===== config.mk =====
export PLATFORM = sky130hd
export DESIGN_NAME = fact_accel_flat
export DESIGN_NICKNAME = d
export VERILOG_FILES = /design/src/rtl/fact_accel_if.sv /design/src/rtl/fact_accel.sv /design/src/flat_wrapper.sv
export SDC_FILE = /design/constraint.sdc
export NUM_CORES = 1
export LEC_CHECK = 0
export ABC_AREA = 0
export BUFFER_PORTS_ARGS = -buffer_cell sky130_fd_sc_hd__buf_2
export CAP_MARGIN = 20
export CORE_MARGIN = 8
export CORE_UTILIZATION = 53
export CTS_BUF_LIST = sky130_fd_sc_hd__clkbuf_4 sky130_fd_sc_hd__clkbuf_8
export DETAILED_ROUTE_END_ITERATION = 12
export PLACE_DENSITY = 0.73
export RECOVER_POWER = 100
export REMOVE_ABC_BUFFERS = 1
export SLEW_MARGIN = 20
export SYNTH_ARGS = -nofsm -noshare
export SYNTH_HDL_FRONTEND = slang
export SYNTH_SLANG_ARGS = --single-unit

===== constraint.sdc =====
create_clock -name clk -period 4.8 [get_ports clk]
set_clock_uncertainty 0.2 [all_clocks]
set_input_delay 0.72 -clock clk [delete_from_list [all_inputs] [get_ports clk]]
set_output_delay 0.72 -clock clk [all_outputs]
set_load 0.01 [all_outputs]

===== src/rtl/fact_accel_if.sv =====
// Data-memory side bus between the SoC decoder and fact_accel.
// master: SoC/core side, slave: accelerator side.
interface fact_accel_if;
    logic        we;
    logic [1:0]  a;
    logic [31:0] wd;
    logic [31:0] rd;
    logic        irq;

    modport master (
        output we,
        output a,
        output wd,
        input  rd,
        input  irq
    );

    modport slave (
        input  we,
        input  a,
        input  wd,
        output rd,
        output irq
    );
endinterface


===== src/rtl/fact_accel.sv =====
// Memory-mapped iterative factorial accelerator, one multiply per cycle.
// Optional macro FACT_IRQ_EN adds a registered completion interrupt.
module fact_accel #(
    parameter int unsigned MAX_N = 12
) (
    input  logic        clk,
    input  logic        rst,
    fact_accel_if.slave bus
);

    typedef enum logic {
        IDLE = 1'b0,
        RUN  = 1'b1
    } state_t;

    localparam logic [4:0] MAX_N5 = 5'(MAX_N);

    state_t      state;
    state_t      state_nxt;
    logic [3:0]  n;
    logic [3:0]  cnt;
    logic [31:0] prod;
    logic [31:0] result;
    logic        done;
    logic        err;
    logic        busy;

    logic        wr_n;
    logic        wr_go;
    logic        wr_st;
    logic        go_ok;
    logic        go_err;
    logic        run_fin;
    logic        run_step;
    logic [35:0] mul;
    logic [31:0] rd_c;
    logic        unused_wd;

    assign unused_wd = ^bus.wd[31:4];

    // Register-select decode of the qualified write strobe.
    always_comb begin
        wr_n  = bus.we && (bus.a == 2'd0);
        wr_go = bus.we && (bus.a == 2'd1) && bus.wd[0];
        wr_st = bus.we && (bus.a == 2'd2);
    end

    // FSM state register.
    always_ff @(posedge clk or negedge rst) begin
        if (!rst) begin
            state <= IDLE;
        end else begin
            state <= state_nxt;
        end
    end

    // FSM next-state logic: only an in-range GO leaves IDLE.
    always_comb begin
        state_nxt = state;
        unique case (state)
            IDLE: if (go_ok) state_nxt = RUN;
            RUN:  if (run_fin) state_nxt = IDLE;
            default: state_nxt = IDLE;
        endcase
    end

    // FSM outputs: busy flag and the per-cycle datapath strobes.
    always_comb begin
        busy     = (state == RUN);
        go_ok    = 1'b0;
        go_err   = 1'b0;
        run_fin  = 1'b0;
        run_step = 1'b0;
        unique case (state)
            IDLE: begin
                go_ok  = wr_go && ({1'b0, n} <= MAX_N5);
                go_err = wr_go && ({1'b0, n} > MAX_N5);
            end
            RUN: begin
                run_fin  = (cnt <= 4'd1);
                run_step = (cnt > 4'd1);
            end
            default: ;
        endcase
    end

    assign mul = {4'b0, prod} * {32'b0, cnt};

    // Datapath registers; completion sets are ordered last so they
    // win over a same-cycle STATUS clear.
    always_ff @(posedge clk or negedge rst) begin
        if (!rst) begin
            n      <= 4'd0;
            cnt    <= 4'd0;
            prod   <= 32'd1;
            result <= 32'd0;
            done   <= 1'b0;
            err    <= 1'b0;
        end else begin
            if (wr_n) begin
                n <= bus.wd[3:0];
            end
            if (wr_st) begin
                done <= 1'b0;
                err  <= 1'b0;
            end
            if (go_ok) begin
                prod <= 32'd1;
                cnt  <= n;
                done <= 1'b0;
                err  <= 1'b0;
            end
            if (go_err) begin
                done <= 1'b1;
                err  <= 1'b1;
            end
            if (run_step) begin
                prod <= mul[31:0];
                cnt  <= cnt - 4'd1;
            end
            if (run_fin) begin
                result <= prod;
                done   <= 1'b1;
            end
        end
    end

    // Combinational read mux for single-cycle loads.
    always_comb begin
        rd_c = 32'd0;
        unique case (bus.a)
            2'd0: rd_c = {28'b0, n};
            2'd1: rd_c = {31'b0, busy};
            2'd2: rd_c = {30'b0, err, done};
            2'd3: rd_c = result;
            default: rd_c = 32'd0;
        endcase
    end

    assign bus.rd = rd_c;

`ifdef FACT_IRQ_EN
    logic irq_q;

    // Interrupt rises with done and is dropped by a STATUS write or new GO.
    always_ff @(posedge clk or negedge rst) begin
        if (!rst) begin
            irq_q <= 1'b0;
        end else if (go_err || run_fin) begin
            irq_q <= 1'b1;
        end else if (wr_st || go_ok) begin
            irq_q <= 1'b0;
        end
    end

    assign bus.irq = irq_q;
`else
    assign bus.irq = 1'b0;
`endif

endmodule


===== src/flat_wrapper.sv =====
// flat-port wrapper written by rule: the top's interface ports become plain ports
module fact_accel_flat 
#(
    parameter int unsigned MAX_N = 12
)
  (clk, rst, bus_we, bus_a, bus_wd, bus_rd, bus_irq);
  fact_accel_if bus_i ();
  input  logic clk;
  input  logic rst;
  input wire logic [$bits(bus_i.we)-1:0] bus_we;
  input wire logic [$bits(bus_i.a)-1:0] bus_a;
  input wire logic [$bits(bus_i.wd)-1:0] bus_wd;
  output wire logic [$bits(bus_i.rd)-1:0] bus_rd;
  output wire logic [$bits(bus_i.irq)-1:0] bus_irq;
  assign bus_i.we = bus_we;
  assign bus_i.a = bus_a;
  assign bus_i.wd = bus_wd;
  assign bus_rd = bus_i.rd;
  assign bus_irq = bus_i.irq;
  fact_accel #(.MAX_N(MAX_N)) u_core (.clk(clk), .rst(rst), .bus(bus_i));
endmodule

Word-level counts from Yosys, hierarchy flattened

Index checks and enable logic that the tools add are counted.

Bitwise logic cells: 1
Mux-type cells: 16
Reduce and logical (&&, ||, !) cells: 10
Order comparisons: 4
$mul: 1
Equal/unequal tests: 3
Add/sub/neg operators: 1

Operator list:

| operator            | count |
|---|---|
| $pmux 32 s4         | 1 |
| $mux 32             | 2 |
| $mul 32x4->32       | 1 |
| $mux 1              | 10 |
| $mux 4              | 2 |
| $logic_and 1x1->1   | 6 |
| $eq 2x2->1 const B  | 2 |
| $gt 4x1->1 const B  | 1 |
| $gt 4x4->1 const B  | 1 |
| $le 4x1->1 const B  | 1 |
| $le 4x4->1 const B  | 1 |
| $reduce_bool 4->1   | 1 |
| $sub 4x1->4 const B | 1 |
| $reduce_bool 3->1   | 1 |
| $eq 2x1->1 const B  | 1 |
| $logic_not 2->1     | 1 |
| $pmux 1 s2          | 1 |
| $reduce_bool 2->1   | 1 |
| $not 1->1           | 1 |

Flip-flop bits (word level): 75
Bits of input ports: 37
Output and inout bits: 33
Logic and storage cells: 43

Depth between registers and ports, before layout

Gate-level depths: netlist (run 1).

Depth after elaboration: 8
Mapped depth: 15
Depth with buffers taken out: 13

Least setup slack after synthesis (run 1)

No wires, ideal clock.

Path kind: register to register
From: register u_core.cnt[3]
To: register u_core.prod[31]
Required time: 4529 ps
Buffers on the path: 1
Setup time: 71 ps
Arrival: 3875 ps
Setup slack: 654 ps
Clock period less this slack: 4146 ps
Stages on the path, launching flop included: 15
Cells stage by stage: dfrtp_1 -> clkbuf_1 -> and2_1 -> fa_1 -> inv_1 -> fa_1 -> inv_1 -> ha_1 -> nand3_2 -> or4_4 -> a21oi_4 -> nor2_2 -> o31a_1 -> or4_1 -> nand4_1

Word-level cells in the longest chain between the ends: 3
Elaborated cells on any way between the ends: 5
Classes of those cells: mul (1); order compare (1); mux (2); reduce/logical (1)

RTL lines:

| item                                                  | RTL line          | RTL |
|---|---|---|
| start: declaration                                    | fact_accel.sv:21  | `logic [3:0] cnt;` |
| start signal: assignment                              | fact_accel.sv:109 | `cnt <= n;` |
| start signal: assignment                              | fact_accel.sv:119 | `cnt <= cnt - 4'd1;` |
| branches (longest 3 deep; another with $mul 32x4->32) | -                 |  |
| end signal: assignment                                | fact_accel.sv:118 | `prod <= mul[31:0];` |
| end: declaration                                      | fact_accel.sv:22  | `logic [31:0] prod;` |

Parallel ways; which one is timed is not known.
A chain may end at the register's enable or synchronous reset.

Worst setup path after layout (run 1)

From: register u_core.cnt[3]
To: register u_core.prod[29]

Same word-level chain as after synthesis.

==> results of run 1 <==
==> layout make-up <==
| cell class | count | area (um2) |
|---|---|---|
| Clock buffer | 10 | 131 |
| Clock inverter | 6 | 111 |
| Fill cell | 1199 | 5560 |
| Inverter | 119 | 447 |
| Multi-Input combinational cell | 563 | 4530 |
| Sequential cell | 75 | 1880 |
| Tap cell | 176 | 220 |
| Timing Repair Buffer | 53 | 251 |
==> power breakdown <==
| group | internal [W] | switching [W] |
|---|---|---|
| logic | 0.00125 | 0.00189 |
| clock network | 0.000352 | 0.000267 |
| registers | 0.000900 | 0.000315 |
| total | 0.00250 | 0.00247 |
==> worst max-delay path: stages (launching register included) <==
cell	delay, ps
dfrtp_2	500
buf_6	210
and2_0	170
fa_1	540
inv_1	60
fa_1	520
inv_1	40
ha_1	400
inv_1	90
or4_4	550
a21oi_4	170
nor2_2	80
o31a_1	400
or4_1	440
nand3_1	80
==> path summary, 6_finish.rpt <==
kind,endpoint,slack [ps],cells after the start
worst min-delay path,u_core.result[23],160,1
max in group asynchronous,u_core.cnt[2],3700,1
worst max register to register,u_core.prod[29],270,14
worst max-delay path,u_core.prod[29],270,14
min in group clk,u_core.result[0],280,2
worst min register to register,u_core.result[0],280,2
==> Yosys cell counts, types with 7 or more instances <==
library cell,instances
inv_1,119
nand2_1,95
and2_1,87
dfrtp_1,74
fa_1,57
o21ai_0,40
mux2_2,36
ha_1,34
a21oi_1,30
and3_1,28
clkbuf_1,28
nor2_1,21
xnor2_1,15
nand3_1,12
xor2_1,10
nand4_1,9
a21o_1,7
a22o_1,7
==> per-stage QoR <==
step / util / std cells / cell area (um2)
after floorplan: - / 757 / 6850
after global placement: 0.562 / 986 / 7390
after detailed placement: 0.562 / 986 / 7390
after CTS: 0.581 / 1002 / 7630
after global routing: 0.577 / 1002 / 7580
final: 0.577 / 1002 / 7580
==> layer usage <==
| metal | up-vias | global-route usage |
|---|---|---|
| met5 | - | 0 |
| met1 | 2792 | 0.254 |
| met2 | 138 | 0.354 |
| li1 | 2648 | - |
| met3 | 27 | 0.0339 |
| met4 | 0 | 0.0874 |
==> registers in the layout, indices dropped and copies added (netlist names) <==
register	count
u_core.busy	1
u_core.n	4
u_core.done	1
u_core.err	1
u_core.cnt	4
u_core.result	32
u_core.prod	32
==> cell usage in the layout, fill, tap and decap left out, types with 3 or more instances in the layout <==
master | synthesis | layout
o21a_1 | 3 | 3
nand3_1 | 12 | 12
a211o_1 | 3 | 3
ha_1 | 34 | 34
dfrtp_2 | 0 | 3
xor2_1 | 10 | 10
inv_1 | 119 | 119
o21bai_1 | 3 | 3
a31oi_1 | 5 | 5
buf_2 | 0 | 6
and2_0 | 2 | 4
a21o_2 | 3 | 3
o211ai_1 | 3 | 3
mux2_2 | 36 | 36
and2_1 | 87 | 85
or3_1 | 3 | 3
dfrtp_1 | 74 | 71
clkbuf_8 | 3 | 9
a21o_1 | 7 | 7
xnor2_1 | 15 | 15
o21ai_0 | 40 | 40
nor3_1 | 6 | 6
o221ai_1 | 3 | 3
nor2_1 | 21 | 20
nand4_1 | 9 | 9
and3_1 | 28 | 28
clkbuf_1 | 28 | 37
a21oi_1 | 30 | 30
o31a_1 | 3 | 3
nand2_1 | 95 | 95
fa_1 | 57 | 57
buf_4 | 3 | 7
a22o_1 | 7 | 7
bufinv_16 | 0 | 3
==> logic make-up after synthesis <==
logic type,synth area share
AND/OR/NAND/NOR,0.208
buffers and inverters,0.0912
AO/OA/AOI/OAI,0.118
adder cells (fa/ha/maj),0.222
flip-flops,0.266
multiplexers,0.0621
XOR/XNOR,0.0311
other,0.000532
==> flow_summary.yaml, run 1 <==
status:
  status: "finished, violations left"
  violations: "max-capacitance violations, max-slew violations"
timing:
  holdWs_ps: 161
  setup_ws_ps: 270
  fin_crit_ps: 4530
  tightest_slew_ps: 1850
  finalSetupViolCount: 0
  max-slew-margin-rel: -0.234
  fmax_ghz: 0.221
  setup_tns_ps: 0
  post-route-period-util: 0.944
  grt_setup_unrepaired: "no"
  slew_viol_final: 33
  finalHoldViolations: 0
critical_path:
  critPathRequiredTime_ps: 4910
  worstPathArrival_ps: 4640
  setup.worst_path.start_class: "flip-flop"
  cp_max_fo: 21
  end_kind: "flip-flop"
  r2r_start: "u_core.cnt[3]"
  worstSetupPathType: "flip-flop to flip-flop"
  startpoint: "u_core.cnt[3]"
global_route:
  grt_pass1_vias: 6057
  grt_max_degree: 76
  grt_pass1_wl_um: 29600
  antenna_found_initial: 0
  grtUsageTotal: 0.207
  overflow: 0
clock_network:
  cts_tree: "built"
  cts.sinks: 75
  root_buffer: "clkbuf_8"
  clockBufferDepth: 2
  ctsResizeCount: 0
  cts_buffers: 9
  cts_hold_buf: 0
  htreeDepth: 3
  clk_latency_ps: 380
  post_cts.repair.setup_buffers: 0
  clkSlewWorstSetupHoldPaths_ps: 90
synthesis:
  synth_area_um2: 7050
  ys_types: 64
  yosysTopAreaCell: "dfrtp_1"
  syn_inst: 795
  syn_avg_cell_area_um2: 8.87
  synth_area_leaders: "dfrtp_1 26%, fa_1 16%, and2_1 7.7%"
  synth_edf_count: 0
  yosys_most_used_dff: "dfrtp_1"
  ys_async_sr_fraction: 1.00
  ys_seq_area_frac: 0.266
  synth_seq_cells: 75
  synthDominantCellAreaShare: 0.263
  yosysWarnings: 0
layout:
  area_delta_synth_final_pct: 7.49
  layout.nets: 949
  drive_gt1_frac: 0.103
  n_antenna_cell: 0
detailed_routing:
  wl_met1_um: 7370
  wl_per_cell_um: 17.2
  drtIter0Drc: 458
  dr.pass1.iters: 5
  drc: 0
  wl_um: 17200
  routed.top_layer: "met4"
  vias: 5605
  wl_met3_um: 829
  viasPerCell: 5.59
  dr_wl_met2_um: 8670
  antenna_left: 0
pwr:
  p_per_area_nw_per_um2: 656
  p_leak_nw: 3.78
  peakVddDrop_mv: 0.213
  p_total_w: 0.00497
floorplanning:
  coreArea_um2: 13100
  die_y_um: 131
  dieArea_um2: 17200
  io_pins: 70
  rows: 42
  start_util: 0.537
  die_x_um: 131
placement:
  dp_hpwl_um: 12400
  io_buffer_count: 40
  gp_congestion: 0.927
  pre_cts_slack_ps: 126
min_path:
  hold_path.class: "primary input to async pin"
flow_run:
  max_cap_viol_count: 1
Power figures use the tool's default switching activity.
==> run 2, diff against run 1 <==
--- a/config.mk
+++ b/config.mk
@@ -6,13 +6,13 @@
 export NUM_CORES = 1
 export LEC_CHECK = 0
 export ABC_AREA = 0
-export BUFFER_PORTS_ARGS = -buffer_cell sky130_fd_sc_hd__buf_2
+export BUFFER_PORTS_ARGS = -buffer_cell sky130_fd_sc_hd__buf_4
 export CAP_MARGIN = 20
 export CORE_MARGIN = 8
 export CORE_UTILIZATION = 53
 export CTS_BUF_LIST = sky130_fd_sc_hd__clkbuf_4 sky130_fd_sc_hd__clkbuf_8
 export DETAILED_ROUTE_END_ITERATION = 12
-export PLACE_DENSITY = 0.73
+export PLACE_DENSITY = 0.84
 export RECOVER_POWER = 100
 export REMOVE_ABC_BUFFERS = 1
 export SLEW_MARGIN = 20
==> flow_summary.yaml, run 2 (same netlist as run 1, synthesis figures left out) <==
timing:
  tightest_slew_ps: 1950
  fmax_ghz: 0.221
  max-slew-margin-rel: -0.301
  grt_setup_unrepaired: "no"
  fin_crit_ps: 4520
  post-route-period-util: 0.942
  holdWs_ps: 287
  slew_viol_final: 76
  finalHoldViolations: 0
  finalSetupViolCount: 0
  setup_tns_ps: 0
layout:
  area_delta_synth_final_pct: 7.51
  layout_common_cells: "119 x inv_1, 95 x nand2_1, 83 x and2_1"
  layout_commonest_cell: "inv_1"
  layout.nets: 951
  postLayoutCellArea_um2: 7580
  drive_gt1_frac: 0.0990
  n_antenna_cell: 0
  reg_top3: "u_core.prod (32), u_core.result (32)"
detailed_routing:
  wl_per_cell_um: 16.3
  dr.pass1.iters: 5
  wl_um: 16400
  drtIter0Drc: 484
  drc: 0
  viasPerCell: 5.64
  antenna_left: 0
  vias: 5662
clock_network:
  htreeDepth: 3
  cts_buffers: 9
  root_buffer: "clkbuf_8"
  cts_tree: "built"
  cts.sinks: 75
  post_cts.repair.setup_buffers: 0
  clockBufferDepth: 2
  clkSlewWorstSetupHoldPaths_ps: 90
  cts_hold_buf: 0
  clk_latency_ps: 370
critical_path:
  r2r_slack_ps: 280
  critical-path-max-stage-delay_ps: 570
  r2r-end: "u_core.prod[31]"
  crit_family: "adder cells"
  rr_worst_depth: 14
  end_kind: "flip-flop"
  r2r_start: "u_core.cnt[3]"
  cpMostUsedCell: "inv_1"
  cp_max_fo: 12
  path_cells: "clkbuf_1 > and2_0 > fa_1 > inv_1 > fa_1 > inv_1 > ha_1 > inv_1 > or4_1 > a21oi_4 > nor2_2 > o31a_1 > or4_1 > nand4_1"
  worstSetupPathType: "flip-flop to flip-flop"
  crit_buf_inv: 4
  critPathRequiredTime_ps: 4910
  setup.worst_path.start_class: "flip-flop"
  worstPathArrival_ps: 4630
  crit_path_top_delay_cell: "or4_1"
status:
  status: "finished, violations left"
  violations: "max-capacitance violations, max-slew violations"
global_route:
  overflow: 0
  antenna_found_initial: 0
  grt_max_degree: 76
  grt_pass1_wl_um: 28100
  grt_pass1_vias: 5836
  grtUsageTotal: 0.195
floorplanning:
  die_x_um: 131
  rows: 42
  start_util: 0.537
  dieArea_um2: 17200
  io_pins: 70
  coreArea_um2: 13100
  die_y_um: 131
min_path:
  whs_endpoint: "u_core.err"
  hold_path_startpoint: "u_core.err"
  hold_path.class: "flip-flop to flip-flop"
  hold_path_depth: 1
placement:
  dp_hpwl_um: 11900
  gp_congestion: 0.974
  io_buffer_count: 40
  placed_area_um2: 7500
flow_run:
  max_cap_viol_count: 1
pwr:
  peakVddDrop_mv: 0.243
  p_per_area_nw_per_um2: 654
  p_leak_nw: 3.78
==> run 2: cell count changes in the layout (fill, tap and decap cells not counted), moves of 2 or more <==
cell,before,now
buf_4,7,14
buf_2,6,0
clkbuf_1,37,40
and2_0,4,6
and2_1,85,83
buf_6,2,0
==> run 2: repair_timing <==
item	CTS	global route
endpoints found under the hold margin	0	0
endpoints found under the setup margin	0	2
gates resized for setup	0	3
==> run 2: cell type report <==
cell class,instances,area [um2]
multi-input combinational,563,4530
sequential,75,1880
tap,176,220
clock inverter,6,113
clock buffer,10,131
fill,1125,5560
timing repair buffer,55,260
inverter,119,447
==> run 2: how the worst max path moves through the flow <==
stage,start,to,slack [ps],cells after the start
finish,u_core.cnt[3],u_core.prod[31],280,14
CTS,u_core.cnt[2],u_core.prod[26],210,12
floorplan,u_core.cnt[3],u_core.prod[31],590,13
global placement,u_core.cnt[2],u_core.prod[26],290,12
global route,u_core.cnt[3],u_core.prod[31],50,14
detailed placement,u_core.cnt[2],u_core.prod[26],230,12
==> run 2: per-layer routing <==
metal | global-route usage | part of all wire
met1 | 0.250 | 0.45
met4 | 0.0817 | 0.026
met5 | 0 | 0
met3 | 0.0328 | 0.056
met2 | 0.319 | 0.47
==> run 2: where the power goes <==
group / total (W) / switching [W] / leakage [nW] / internal, W
registers: 0.00122 / 0.000317 / 0.964 / 0.000900
clock network: 0.000617 / 0.000264 / 0.124 / 0.000353
logic: 0.00312 / 0.00188 / 2.69 / 0.00124
total: 0.00496 / 0.00246 / 3.78 / 0.00250
==> run 2: per-stage QoR <==
stage               setup slack, ps  power (W)  utilization  cells
finish                          278    0.00496        0.577   1004
floorplan                       592    0.00345            -    757
global route                   53.1    0.00547        0.577   1004
CTS                             210    0.00500        0.590   1004
global placement                288    0.00421        0.571    988
detailed placement              229    0.00436        0.571    988
